<file path="config.mk">
export PLATFORM = sky130hd
export DESIGN_NAME = t_stream_reader_flat
export DESIGN_NICKNAME = d
export VERILOG_FILES = /design/src/rtl/t_stream_reader_pkg.sv /design/src/rtl/t_stream_reader_if.sv /design/src/rtl/t_stream_reader_word_fifo2.sv /design/src/rtl/t_stream_reader.sv /design/src/flat_wrapper.sv
export SDC_FILE = /design/constraint.sdc
export NUM_CORES = 1
export LEC_CHECK = 0
export CORE_ASPECT_RATIO = 1.5
export CORE_MARGIN = 1.5
export CORE_UTILIZATION = 32
export DETAILED_ROUTE_END_ITERATION = 10
export PLACE_DENSITY_LB_ADDON = 0.08
export SLEW_MARGIN = 30
export SYNTH_ARGS = -nofsm -noshare
export SYNTH_HDL_FRONTEND = slang
export SYNTH_SLANG_ARGS = --single-unit
export TNS_END_PERCENT = 20
</file>
<file path="constraint.sdc">
create_clock -name clk -period 20 [get_ports clk]
set_clock_uncertainty 0.2 [all_clocks]
set_input_delay 4 -clock clk [delete_from_list [all_inputs] [get_ports clk]]
set_output_delay 4 -clock clk [all_outputs]
set_load 0.005 [all_outputs]
</file>
<file path="src/rtl/t_stream_reader_pkg.sv">
// Shared definitions for the T-sequence SRAM read path: widths, FSM encoding
// and small helpers used by the reader and its word FIFO.
package t_stream_reader_pkg;

    localparam int SRAM_WORD   = 256;
    localparam int SRAM_ADDR_W = 10;
    localparam int T_PER_WORD  = 7;
    localparam int SLOT_W      = 36;
    localparam int LEN_W       = 13;

    // Slot index within a word (0..T_PER_WORD-1).
    localparam int SLOT_IDX_W  = 3;
    // Word counter width: ceil((2^LEN_W-1)/T_PER_WORD) = 1171 fits in 11 bits.
    localparam int WCNT_W      = LEN_W - 2;

    typedef enum logic [1:0] {
        ST_IDLE  = 2'd0,
        ST_FETCH = 2'd1,
        ST_DRAIN = 2'd2,
        ST_DONE  = 2'd3
    } state_t;

    // Number of SRAM words holding len slots: ceil(len / T_PER_WORD).
    function automatic logic [WCNT_W-1:0] words_for_len(input logic [LEN_W-1:0] len);
        logic [LEN_W:0] padded;
        logic [LEN_W:0] quot;
        padded = {1'b0, len} + (LEN_W+1)'(T_PER_WORD - 1);
        quot   = padded / (LEN_W+1)'(T_PER_WORD);
        return quot[WCNT_W-1:0];
    endfunction

    // Slot k of a packed word; bits above SLOT_W*T_PER_WORD are never selected.
    function automatic logic [SLOT_W-1:0] slot_of(input logic [SRAM_WORD-1:0] w,
                                                  input logic [SLOT_IDX_W-1:0] k);
        return w[SLOT_W*int'(k) +: SLOT_W];
    endfunction

endpackage

</file>
<file path="src/rtl/t_stream_reader_if.sv">
// Bus bundle between the reader, the T-sequence SRAM and the PE-array feeder.
interface t_stream_reader_if;
    import t_stream_reader_pkg::*;

    // SRAM side: a read is requested in any cycle with sram_cen=0; sram_q
    // carries that word in the following cycle.
    logic                   sram_cen;
    logic                   sram_wen;
    logic [SRAM_ADDR_W-1:0] sram_a;
    logic [SRAM_WORD-1:0]   sram_q;

    // Stream side: a slot transfers on a cycle where out_valid & out_ready;
    // once out_valid is high, out_slot/out_last hold until that transfer, and
    // out_valid never depends on out_ready.
    logic                   out_valid;
    logic                   out_ready;
    logic [SLOT_W-1:0]      out_slot;
    logic                   out_last;

    modport master (
        output sram_cen, sram_wen, sram_a,
        input  sram_q,
        output out_valid, out_slot, out_last,
        input  out_ready
    );

    modport slave (
        input  sram_cen, sram_wen, sram_a,
        output sram_q,
        input  out_valid, out_slot, out_last,
        output out_ready
    );

endinterface

</file>
<file path="src/rtl/t_stream_reader_word_fifo2.sv">
// Two-entry word FIFO with flow-through: when empty, the word being pushed
// is already visible at the head, so a word returned by the SRAM can be
// consumed in the same cycle it arrives.
module t_word_fifo2
    import t_stream_reader_pkg::*;
#(
    parameter int W = SRAM_WORD
) (
    input  logic         clk,
    input  logic         rst,
    input  logic         clr,
    input  logic         push,
    input  logic [W-1:0] push_data,
    input  logic         pop,
    output logic [W-1:0] head,
    output logic         head_valid,
    output logic [1:0]   count
);

    logic [W-1:0] mem [2];
    logic         wr_ptr;
    logic         rd_ptr;
    logic [1:0]   cnt_q;
    logic         empty;
    logic         store;
    logic         take;

    // Head selection and whether the push is stored or passes straight through.
    always_comb begin
        empty      = (cnt_q == 2'd0);
        head       = empty ? push_data : mem[rd_ptr];
        head_valid = !empty || push;
        store      = push && !(pop && empty);
        take       = pop && !empty;
        count      = cnt_q;
    end

    // Storage, pointers and occupancy.
    always_ff @(posedge clk or posedge rst) begin
        if (rst) begin
            mem[0] <= '0;
            mem[1] <= '0;
            wr_ptr <= 1'b0;
            rd_ptr <= 1'b0;
            cnt_q  <= 2'd0;
        end else if (clr) begin
            wr_ptr <= 1'b0;
            rd_ptr <= 1'b0;
            cnt_q  <= 2'd0;
        end else begin
            if (store) begin
                mem[wr_ptr] <= push_data;
                wr_ptr      <= ~wr_ptr;
            end
            if (take) begin
                rd_ptr <= ~rd_ptr;
            end
            case ({store, take})
                2'b10:   cnt_q <= cnt_q + 2'd1;
                2'b01:   cnt_q <= cnt_q - 2'd1;
                default: cnt_q <= cnt_q;
            endcase
        end
    end

endmodule

</file>
<file path="src/rtl/t_stream_reader.sv">
// T-sequence SRAM reader: fetches t_len slots starting at base_addr and
// streams them one per cycle with out_last on the final slot.
// Optional build macro SW_TREADER_STALL_CNT_EN adds the stall_cnt output.
module t_stream_reader
    import t_stream_reader_pkg::*;
(
    input  logic                   clk,
    input  logic                   rst,
    input  logic                   start,
    input  logic [SRAM_ADDR_W-1:0] base_addr,
    input  logic [LEN_W-1:0]       t_len,
    t_stream_reader_if.master      bus,
    output logic                   busy,
    output logic                   done,
    output state_t                 dbg_state
`ifdef SW_TREADER_STALL_CNT_EN
    ,
    output logic [15:0]            stall_cnt
`endif
);

    state_t                 state_q;
    state_t                 state_d;
    logic [SRAM_ADDR_W-1:0] base_q;
    logic [LEN_W-1:0]       len_q;
    logic [WCNT_W-1:0]      words_q;
    logic [WCNT_W-1:0]      word_idx_q;
    logic                   rd_pend_q;
    logic [SLOT_IDX_W-1:0]  slot_idx_q;
    logic [LEN_W-1:0]       emitted_q;
    logic                   zero_done_q;

    logic [SRAM_WORD-1:0]   fifo_head;
    logic                   fifo_head_valid;
    logic [1:0]             fifo_cnt;

    logic                   active;
    logic                   accept;
    logic                   issue;
    logic                   last_read;
    logic                   final_slot;
    logic                   end_of_word;
    logic                   handshake;
    logic                   pop;

    // Next state plus the control strobes derived from the current state.
    always_comb begin
        state_d     = state_q;
        active      = (state_q == ST_FETCH) || (state_q == ST_DRAIN);
        accept      = (state_q == ST_IDLE) && start && (t_len != '0);
        // Buffered words plus the word in flight must stay below two so the
        // FIFO can always absorb what the SRAM returns.
        issue       = (state_q == ST_FETCH) &&
                      (({1'b0, fifo_cnt} + {2'b00, rd_pend_q}) < 3'd2);
        last_read   = (word_idx_q == (words_q - WCNT_W'(1)));
        final_slot  = (emitted_q == (len_q - LEN_W'(1)));
        end_of_word = (slot_idx_q == SLOT_IDX_W'(T_PER_WORD - 1));
        handshake   = bus.out_valid && bus.out_ready;
        pop         = handshake && (end_of_word || final_slot);

        unique case (state_q)
            ST_IDLE:  if (accept)                  state_d = ST_FETCH;
            ST_FETCH: if (issue && last_read)      state_d = ST_DRAIN;
            ST_DRAIN: if (handshake && final_slot) state_d = ST_DONE;
            ST_DONE:                               state_d = ST_IDLE;
            default:                               state_d = ST_IDLE;
        endcase
    end

    // FSM state register.
    always_ff @(posedge clk or posedge rst) begin
        if (rst) begin
            state_q <= ST_IDLE;
        end else begin
            state_q <= state_d;
        end
    end

    // Job parameters, read/unpack counters and the zero-length done strobe.
    always_ff @(posedge clk or posedge rst) begin
        if (rst) begin
            base_q      <= '0;
            len_q       <= '0;
            words_q     <= '0;
            word_idx_q  <= '0;
            rd_pend_q   <= 1'b0;
            slot_idx_q  <= '0;
            emitted_q   <= '0;
            zero_done_q <= 1'b0;
        end else begin
            zero_done_q <= (state_q == ST_IDLE) && start && (t_len == '0);
            rd_pend_q   <= issue;
            if (accept) begin
                base_q     <= base_addr;
                len_q      <= t_len;
                words_q    <= words_for_len(t_len);
                word_idx_q <= '0;
                slot_idx_q <= '0;
                emitted_q  <= '0;
            end else begin
                if (issue) begin
                    word_idx_q <= word_idx_q + WCNT_W'(1);
                end
                if (handshake) begin
                    emitted_q  <= emitted_q + LEN_W'(1);
                    slot_idx_q <= pop ? '0 : slot_idx_q + SLOT_IDX_W'(1);
                end
            end
        end
    end

    t_word_fifo2 #(
        .W (SRAM_WORD)
    ) u_fifo (
        .clk        (clk),
        .rst        (rst),
        .clr        (accept),
        .push       (rd_pend_q),
        .push_data  (bus.sram_q),
        .pop        (pop),
        .head       (fifo_head),
        .head_valid (fifo_head_valid),
        .count      (fifo_cnt)
    );

    // SRAM request, stream outputs and status; the address wraps naturally.
    always_comb begin
        bus.sram_cen  = !issue;
        bus.sram_wen  = 1'b1;
        bus.sram_a    = base_q + word_idx_q[SRAM_ADDR_W-1:0];
        bus.out_valid = active && fifo_head_valid;
        bus.out_slot  = bus.out_valid ? slot_of(fifo_head, slot_idx_q) : '0;
        bus.out_last  = bus.out_valid && final_slot;
        busy          = active;
        done          = (state_q == ST_DONE) || zero_done_q;
        dbg_state     = state_q;
    end

`ifdef SW_TREADER_STALL_CNT_EN
    // Backpressure cycle counter: cleared by a new job, saturating, held after done.
    always_ff @(posedge clk or posedge rst) begin
        if (rst) begin
            stall_cnt <= 16'h0000;
        end else if (accept) begin
            stall_cnt <= 16'h0000;
        end else if (bus.out_valid && !bus.out_ready && (stall_cnt != 16'hFFFF)) begin
            stall_cnt <= stall_cnt + 16'h0001;
        end
    end
`endif

endmodule

</file>
<file path="src/flat_wrapper.sv">
// flat-port wrapper written by rule: the top's interface ports become plain ports
module t_stream_reader_flat import t_stream_reader_pkg::*;
  (clk, rst, start, base_addr, t_len, busy, done, dbg_state, bus_sram_cen, bus_sram_wen, bus_sram_a, bus_sram_q, bus_out_valid, bus_out_slot, bus_out_last, bus_out_ready);
  t_stream_reader_if bus_i ();
  input  logic clk;
  input  logic rst;
  input  logic start;
  input  logic [SRAM_ADDR_W-1:0] base_addr;
  input  logic [LEN_W-1:0] t_len;
  output logic busy;
  output logic done;
  output state_t dbg_state;
  output wire logic [$bits(bus_i.sram_cen)-1:0] bus_sram_cen;
  output wire logic [$bits(bus_i.sram_wen)-1:0] bus_sram_wen;
  output wire logic [$bits(bus_i.sram_a)-1:0] bus_sram_a;
  input wire logic [$bits(bus_i.sram_q)-1:0] bus_sram_q;
  output wire logic [$bits(bus_i.out_valid)-1:0] bus_out_valid;
  output wire logic [$bits(bus_i.out_slot)-1:0] bus_out_slot;
  output wire logic [$bits(bus_i.out_last)-1:0] bus_out_last;
  input wire logic [$bits(bus_i.out_ready)-1:0] bus_out_ready;
  assign bus_sram_cen = bus_i.sram_cen;
  assign bus_sram_wen = bus_i.sram_wen;
  assign bus_sram_a = bus_i.sram_a;
  assign bus_i.sram_q = bus_sram_q;
  assign bus_out_valid = bus_i.out_valid;
  assign bus_out_slot = bus_i.out_slot;
  assign bus_out_last = bus_i.out_last;
  assign bus_i.out_ready = bus_out_ready;
  t_stream_reader u_core (.clk(clk), .rst(rst), .start(start), .base_addr(base_addr), .t_len(t_len), .bus(bus_i), .busy(busy), .done(done), .dbg_state(dbg_state));
endmodule
</file>
Word level (Yosys, flattened, before mapping)
Cells that the tools add are included.
{"block": "totals", "wordCells": 104, "regBits": 581, "inputBits": 283}
{"block": "op_classes", "n_shift": 1, "bitwise_logic": 5, "order_cmp": 4, "n_div": 1, "n_addsub": 10, "n_mux": 25, "eq_ne": 11, "multipliers": 1, "n_reduce_logical": 32}
{"op": "$mux W256", "count": 5}
{"op": "$bwmux W512", "count": 1}
{"op": "$demux W256 S1", "count": 1}
{"op": "$shiftx A256 B32 Y36", "count": 1}
{"op": "$mux W36", "count": 1}
{"op": "$mux W13", "count": 2}
{"op": "$mux W11", "count": 2}
{"op": "$add A13 B3 Y14 const B", "count": 1}
{"op": "$div A14 B3 Y14 const B", "count": 1}
{"op": "$logic_and A1 B1 Y1", "count": 14}
{"op": "$add A13 B1 Y13 const B", "count": 1}
{"op": "$eq A13 B13 Y1", "count": 1}
{"op": "$logic_not A13 Y1", "count": 1}
{"op": "$reduce_bool A13 Y1", "count": 1}
{"op": "$sub A13 B1 Y13 const B", "count": 1}
{"op": "$add A11 B1 Y11 const B", "count": 1}
{"op": "$eq A11 B11 Y1", "count": 1}
{"op": "$sub A11 B1 Y11 const B", "count": 1}
{"op": "$add A10 B10 Y10", "count": 1}
{"op": "$mux W3", "count": 3}
{"op": "$mux W2", "count": 4}
{"op": "$pmux W2 S4", "count": 1}
{"op": "$reduce_bool A2 Y1", "count": 4}
{"op": "$mul A4 B3 Y7 const A", "count": 1}
{"op": "other kinds (22)", "count": 39}

Longest topological paths before layout
{"block": "depth", "ltp_word": 12, "ltp_mapped": 23, "mapped_depth_nobuf": 19}

Modules after synthesis
Synthesis repeated with hierarchy kept, for this count alone.
{"block": "hier_totals", "cells_unflattened": 2919, "hier_area_um2": 32240.9}
{"module": "t_word_fifo2", "area_each_um2": 24413.4, "n_inst": 1, "cells_each": 1962, "seq_area_each_um2": 12912.4}
{"module": "t_stream_reader", "area_each_um2": 7827.5, "n_inst": 1, "cells_each": 957, "seq_area_each_um2": 1626.6}

Worst setup path after synthesis
No wires, ideal clock.
{"block": "synth_path", "path_type": "input -> output", "startpoint": "input port bus_sram_q[253]", "endpoint": "output port bus_out_slot[1]", "path_slack_ns": 11.158, "cell_stages": 5, "arrival_ns": 4.642, "path_cell_list": "mux2i_1 > o21ai_0 > a21boi_0 > a22oi_1 > and3_1"}
{"block": "synth_via", "elab_chain_cells": 3}
{"item": "start, declared", "line": "flat_wrapper.sv:16", "text": "input wire logic [$bits(bus_i.sram_q)-1:0] bus_sram_q;"}
{"item": "$mux W256", "line": "t_stream_reader_word_fifo2.sv:31", "text": "head = empty ? push_data : mem[rd_ptr];"}
{"item": "$shiftx A256 B32 Y36", "line": "t_stream_reader_pkg.sv:35", "text": "return w[SLOT_W*int'(k) +: SLOT_W];"}
{"item": "$mux W36", "line": "t_stream_reader.sv:132", "text": "bus.out_slot = bus.out_valid ? slot_of(fifo_head, slot_idx_q) : '0;"}
{"item": "end, declared", "line": "flat_wrapper.sv:18", "text": "output wire logic [$bits(bus_i.out_slot)-1:0] bus_out_slot;"}
No other way between the ends.

Worst setup path in the final report
{"block": "layout_path", "startpoint": "input port bus_sram_q[14]", "endpoint": "output port bus_out_slot[14]"}
Same word-level chain as after synthesis.

==> results.py <==
metrics = {
    "synth": {
        "synth-main-ff-cell": "dfrtp_1",
        "syn_nets": 2894,
        "ys_ff_latch": 581,
        "ys_seq_area_frac": 0.464,
        "synth_edf_count": 0,
        "async_reset_ff_frac": 1.00,
        "syn_inst": 2585,
        "avgSynthCellArea_um2": 12.1,
        "ys_warn_count": 0,
        "yosys.cell_types.count": 94,
        "synth.cell_area_um2": 31300,
    },
    "cells_and_area": {
        "fin_nets": 3134,
        "final_cell_mix": "dfrtp_1 (577), mux2_2 (514), clkdlybuf4s50_1 (335)",
        "mostFrequentLayoutCell": "dfrtp_1",
        "fin_area_um2": 38300,
        "area_growth_pct": 22.2,
        "final_layout_size_suffix_gt1_frac": 0.288,
    },
    "setup_path": {
        "r2r_slack_ns": 13.83,
        "crit_path_start_kind": "input pin",
        "cpPeakStageDelay_ns": 0.76,
        "critPathSlowestCell": "a21oi_1",
        "cp_top_family": "compound AO/OA/AOI/OAI gates",
        "crit_type": "input pin to output pin",
        "r2r_start": "u_core.u_fifo.count[0]",
        "crit_start": "bus_sram_q[14]",
        "cp.arrival_ns": 6.64,
        "cp-end-kind": "output pin",
        "timing.critical_path.buf_inv": 2,
        "path_cells": "clkdlybuf4s50_1 -> mux2i_1 -> nor2_1 -> a21oi_1 -> o21ai_0 -> o21ai_0 -> nor2_1 -> clkdlybuf4s50_1",
        "required_ns": 15.80,
        "path_max_fanout": 3,
    },
    "clock_tree": {
        "cts_sinks": 581,
        "cts_resized": 0,
        "path_clk_slew_ns": 0.06,
        "cts_root_buf": "clkbuf_16",
        "clk_latency_ns": 0.65,
        "postCtsHoldBufs": 0,
        "numCtsBuffers": 69,
        "post_cts.repair.setup_buffers": 0,
        "h-tree-depth": 3,
        "cts_tree": "done",
        "cts_buffer_depth": 3,
    },
    "power_and_ir_drop": {
        "power_density_nw_per_um2": 155,
        "leakage_nw": 15.2,
        "power_mw": 5.94,
        "ir_drop_mv": 0.0971,
    },
    "timing": {
        "setup_viol": 0,
        "timing.fmax_ghz": 0.0922,
        "worst_slack_ns": 9.16,
        "maxSlewViolCount": 0,
        "hold_violations": 0,
        "rsz0062_at_grt": "false",
        "tightest_slew_ns": 0.998,
        "relSlewSlack": 0.335,
        "fin_crit_ns": 10.84,
        "finalSetupTns_ns": 0,
        "finalCritPeriodShare": 0.542,
    },
    "outcome": {
        "status": "complete, no violations",
    },
    "worst_hold_path": {
        "hold_path_class": "register to register",
        "worstHoldStart": "u_core.base_q[5]",
    },
    "global_routing": {
        "grt_first_pass_wirelength_um": 156000,
        "grt_pass1_vias": 23900,
        "grt-ovfl-total": 0,
        "antenna_found_initial": 36,
        "grt_max_degree": 167,
        "grtUsageTotal": 0.209,
    },
    "die": {
        "die_h_um": 386,
        "initial_core_util": 0.323,
        "io_pins": 337,
        "dieArea_um2": 99800,
        "core_area_um2": 97000,
        "chipWidth_um": 258,
        "rows": 140,
    },
    "routing": {
        "met2_wirelength_um": 54100,
        "drc": 0,
        "met3_length_um": 6020,
        "finalWirelength_um": 104000,
        "postRouteAntennaNets": 0,
        "via_per_inst": 5.33,
        "vias": 22200,
        "wl_met1_um": 41400,
        "drt-pass1-iter-count": 5,
        "first_iter_violations": 1109,
        "post_drt_wl_per_cell_um": 25.1,
        "highest_layer": "met5",
    },
    "place": {
        "dpl.hpwl_um": 71600,
        "dpl-instance-area_um2": 35800,
        "portBuffers": 335,
        "gp_congestion": 0.883,
        "pre_cts_slack_ns": 9.04,
    },
    "job": {
        "cap_violations": 0,
    },
}
==> synthesized netlist by cell type, types with 4 or more instances <==
master,instances,area share
a21o_1,4,0.00096
buf_2,31,0.0050
o21ai_0,108,0.017
and2_1,6,0.0012
buf_1,27,0.0032
o221ai_1,33,0.0092
inv_1,26,0.0031
a22oi_1,4,0.00096
nor4_1,12,0.0024
nand3_1,19,0.0030
o21bai_1,5,0.0012
nor2_1,199,0.024
a211oi_1,18,0.0043
a21oi_1,136,0.022
and3_1,8,0.0016
nor3_1,17,0.0027
nor2b_1,5,0.0010
buf_4,6,0.0014
mux2_2,514,0.18
buf_6,7,0.0025
nand4_1,14,0.0028
a31oi_1,14,0.0028
or2_2,5,0.0010
mux2i_1,149,0.048
xnor2_1,47,0.013
xor2_1,35,0.0098
ha_1,25,0.010
dfrtp_1,581,0.46
o21a_1,5,0.0012
o211ai_1,41,0.0098
or3_1,8,0.0016
mux4_2,112,0.081
nand2_1,146,0.018
clkbuf_1,126,0.015
==> area by class of cell <==
type                            instances  area [um^2]
Fill cell                            9321        58800
Multi-Input combinational cell       1781        15900
Sequential cell                       581        14600
Timing Repair Buffer                  366         3770
Clock buffer                           93         1960
Tap cell                             1278         1600
Clock inverter                         27          370
Inverter                               26          101
Antenna cell                            9         22.5
==> through the flow <==
stage                      util  hold WS, ns  std cells
after floorplan               -        0.250       2585
after global placement    0.368        0.269       4026
after detailed placement  0.369        0.278       4029
after CTS                 0.393        0.297       4149
after global routing      0.394        0.303       4155
final                     0.394        0.291       4161
==> worst min-delay path: stages (launching register included) <==
cell     delay, ns
dfrtp_1       0.35
nand2_1       0.06
nand2_1       0.05
==> registers in the layout, indices dropped and copies added (netlist names), 2 cells and up <==
signal and count:
u_core.words_q 11, u_core.emitted_q 13, u_core.u_fifo.mem 512, u_core.word_idx_q 11
u_core.len_q 13, u_core.dbg_state 2, u_core.base_q 10, u_core.u_fifo.count 2
u_core.slot_idx_q 3
==> path summary, 6_finish.rpt <==
kind	endpoint	depth (start not counted)
worst min-delay path	u_core.base_q[5]	2
worst max-delay path	bus_out_slot[14]	8
max in group asynchronous	u_core.u_fifo.mem[376]	5
worst min register to register	u_core.base_q[5]	2
min in group asynchronous	u_core.u_fifo.mem[204]	2
worst max register to register	u_core.u_fifo.mem[388]	15
==> cell families after synthesis <==
kind of cell / Yosys count / share of synthesized area
compound gates: 427 / 0.0893
other cells: 1 / 0.000120
mux: 776 / 0.313
xor+xnor: 85 / 0.0245
buf+inv: 223 / 0.0304
fa+ha+maj: 27 / 0.0109
simple gates: 465 / 0.0670
flops: 581 / 0.464
==> power by group <==
| part | switching [mW] | internal [mW] |
|---|---|---|
| Sequential | 0.336 | 1.75 |
| Combinational | 1.26 | 1.28 |
| Clock | 0.547 | 0.771 |
==> layer usage <==
| layer | vias to the layer above | track usage |
|---|---|---|
| met1 | 11500 | 0.240 |
| met3 | 185 | 0.0546 |
| met5 | - | 0 |
| met2 | 459 | 0.375 |
| met4 | 46 | 0.0679 |
| li1 | 10000 | - |
Note: power is estimated with default switching activity, not from simulation.
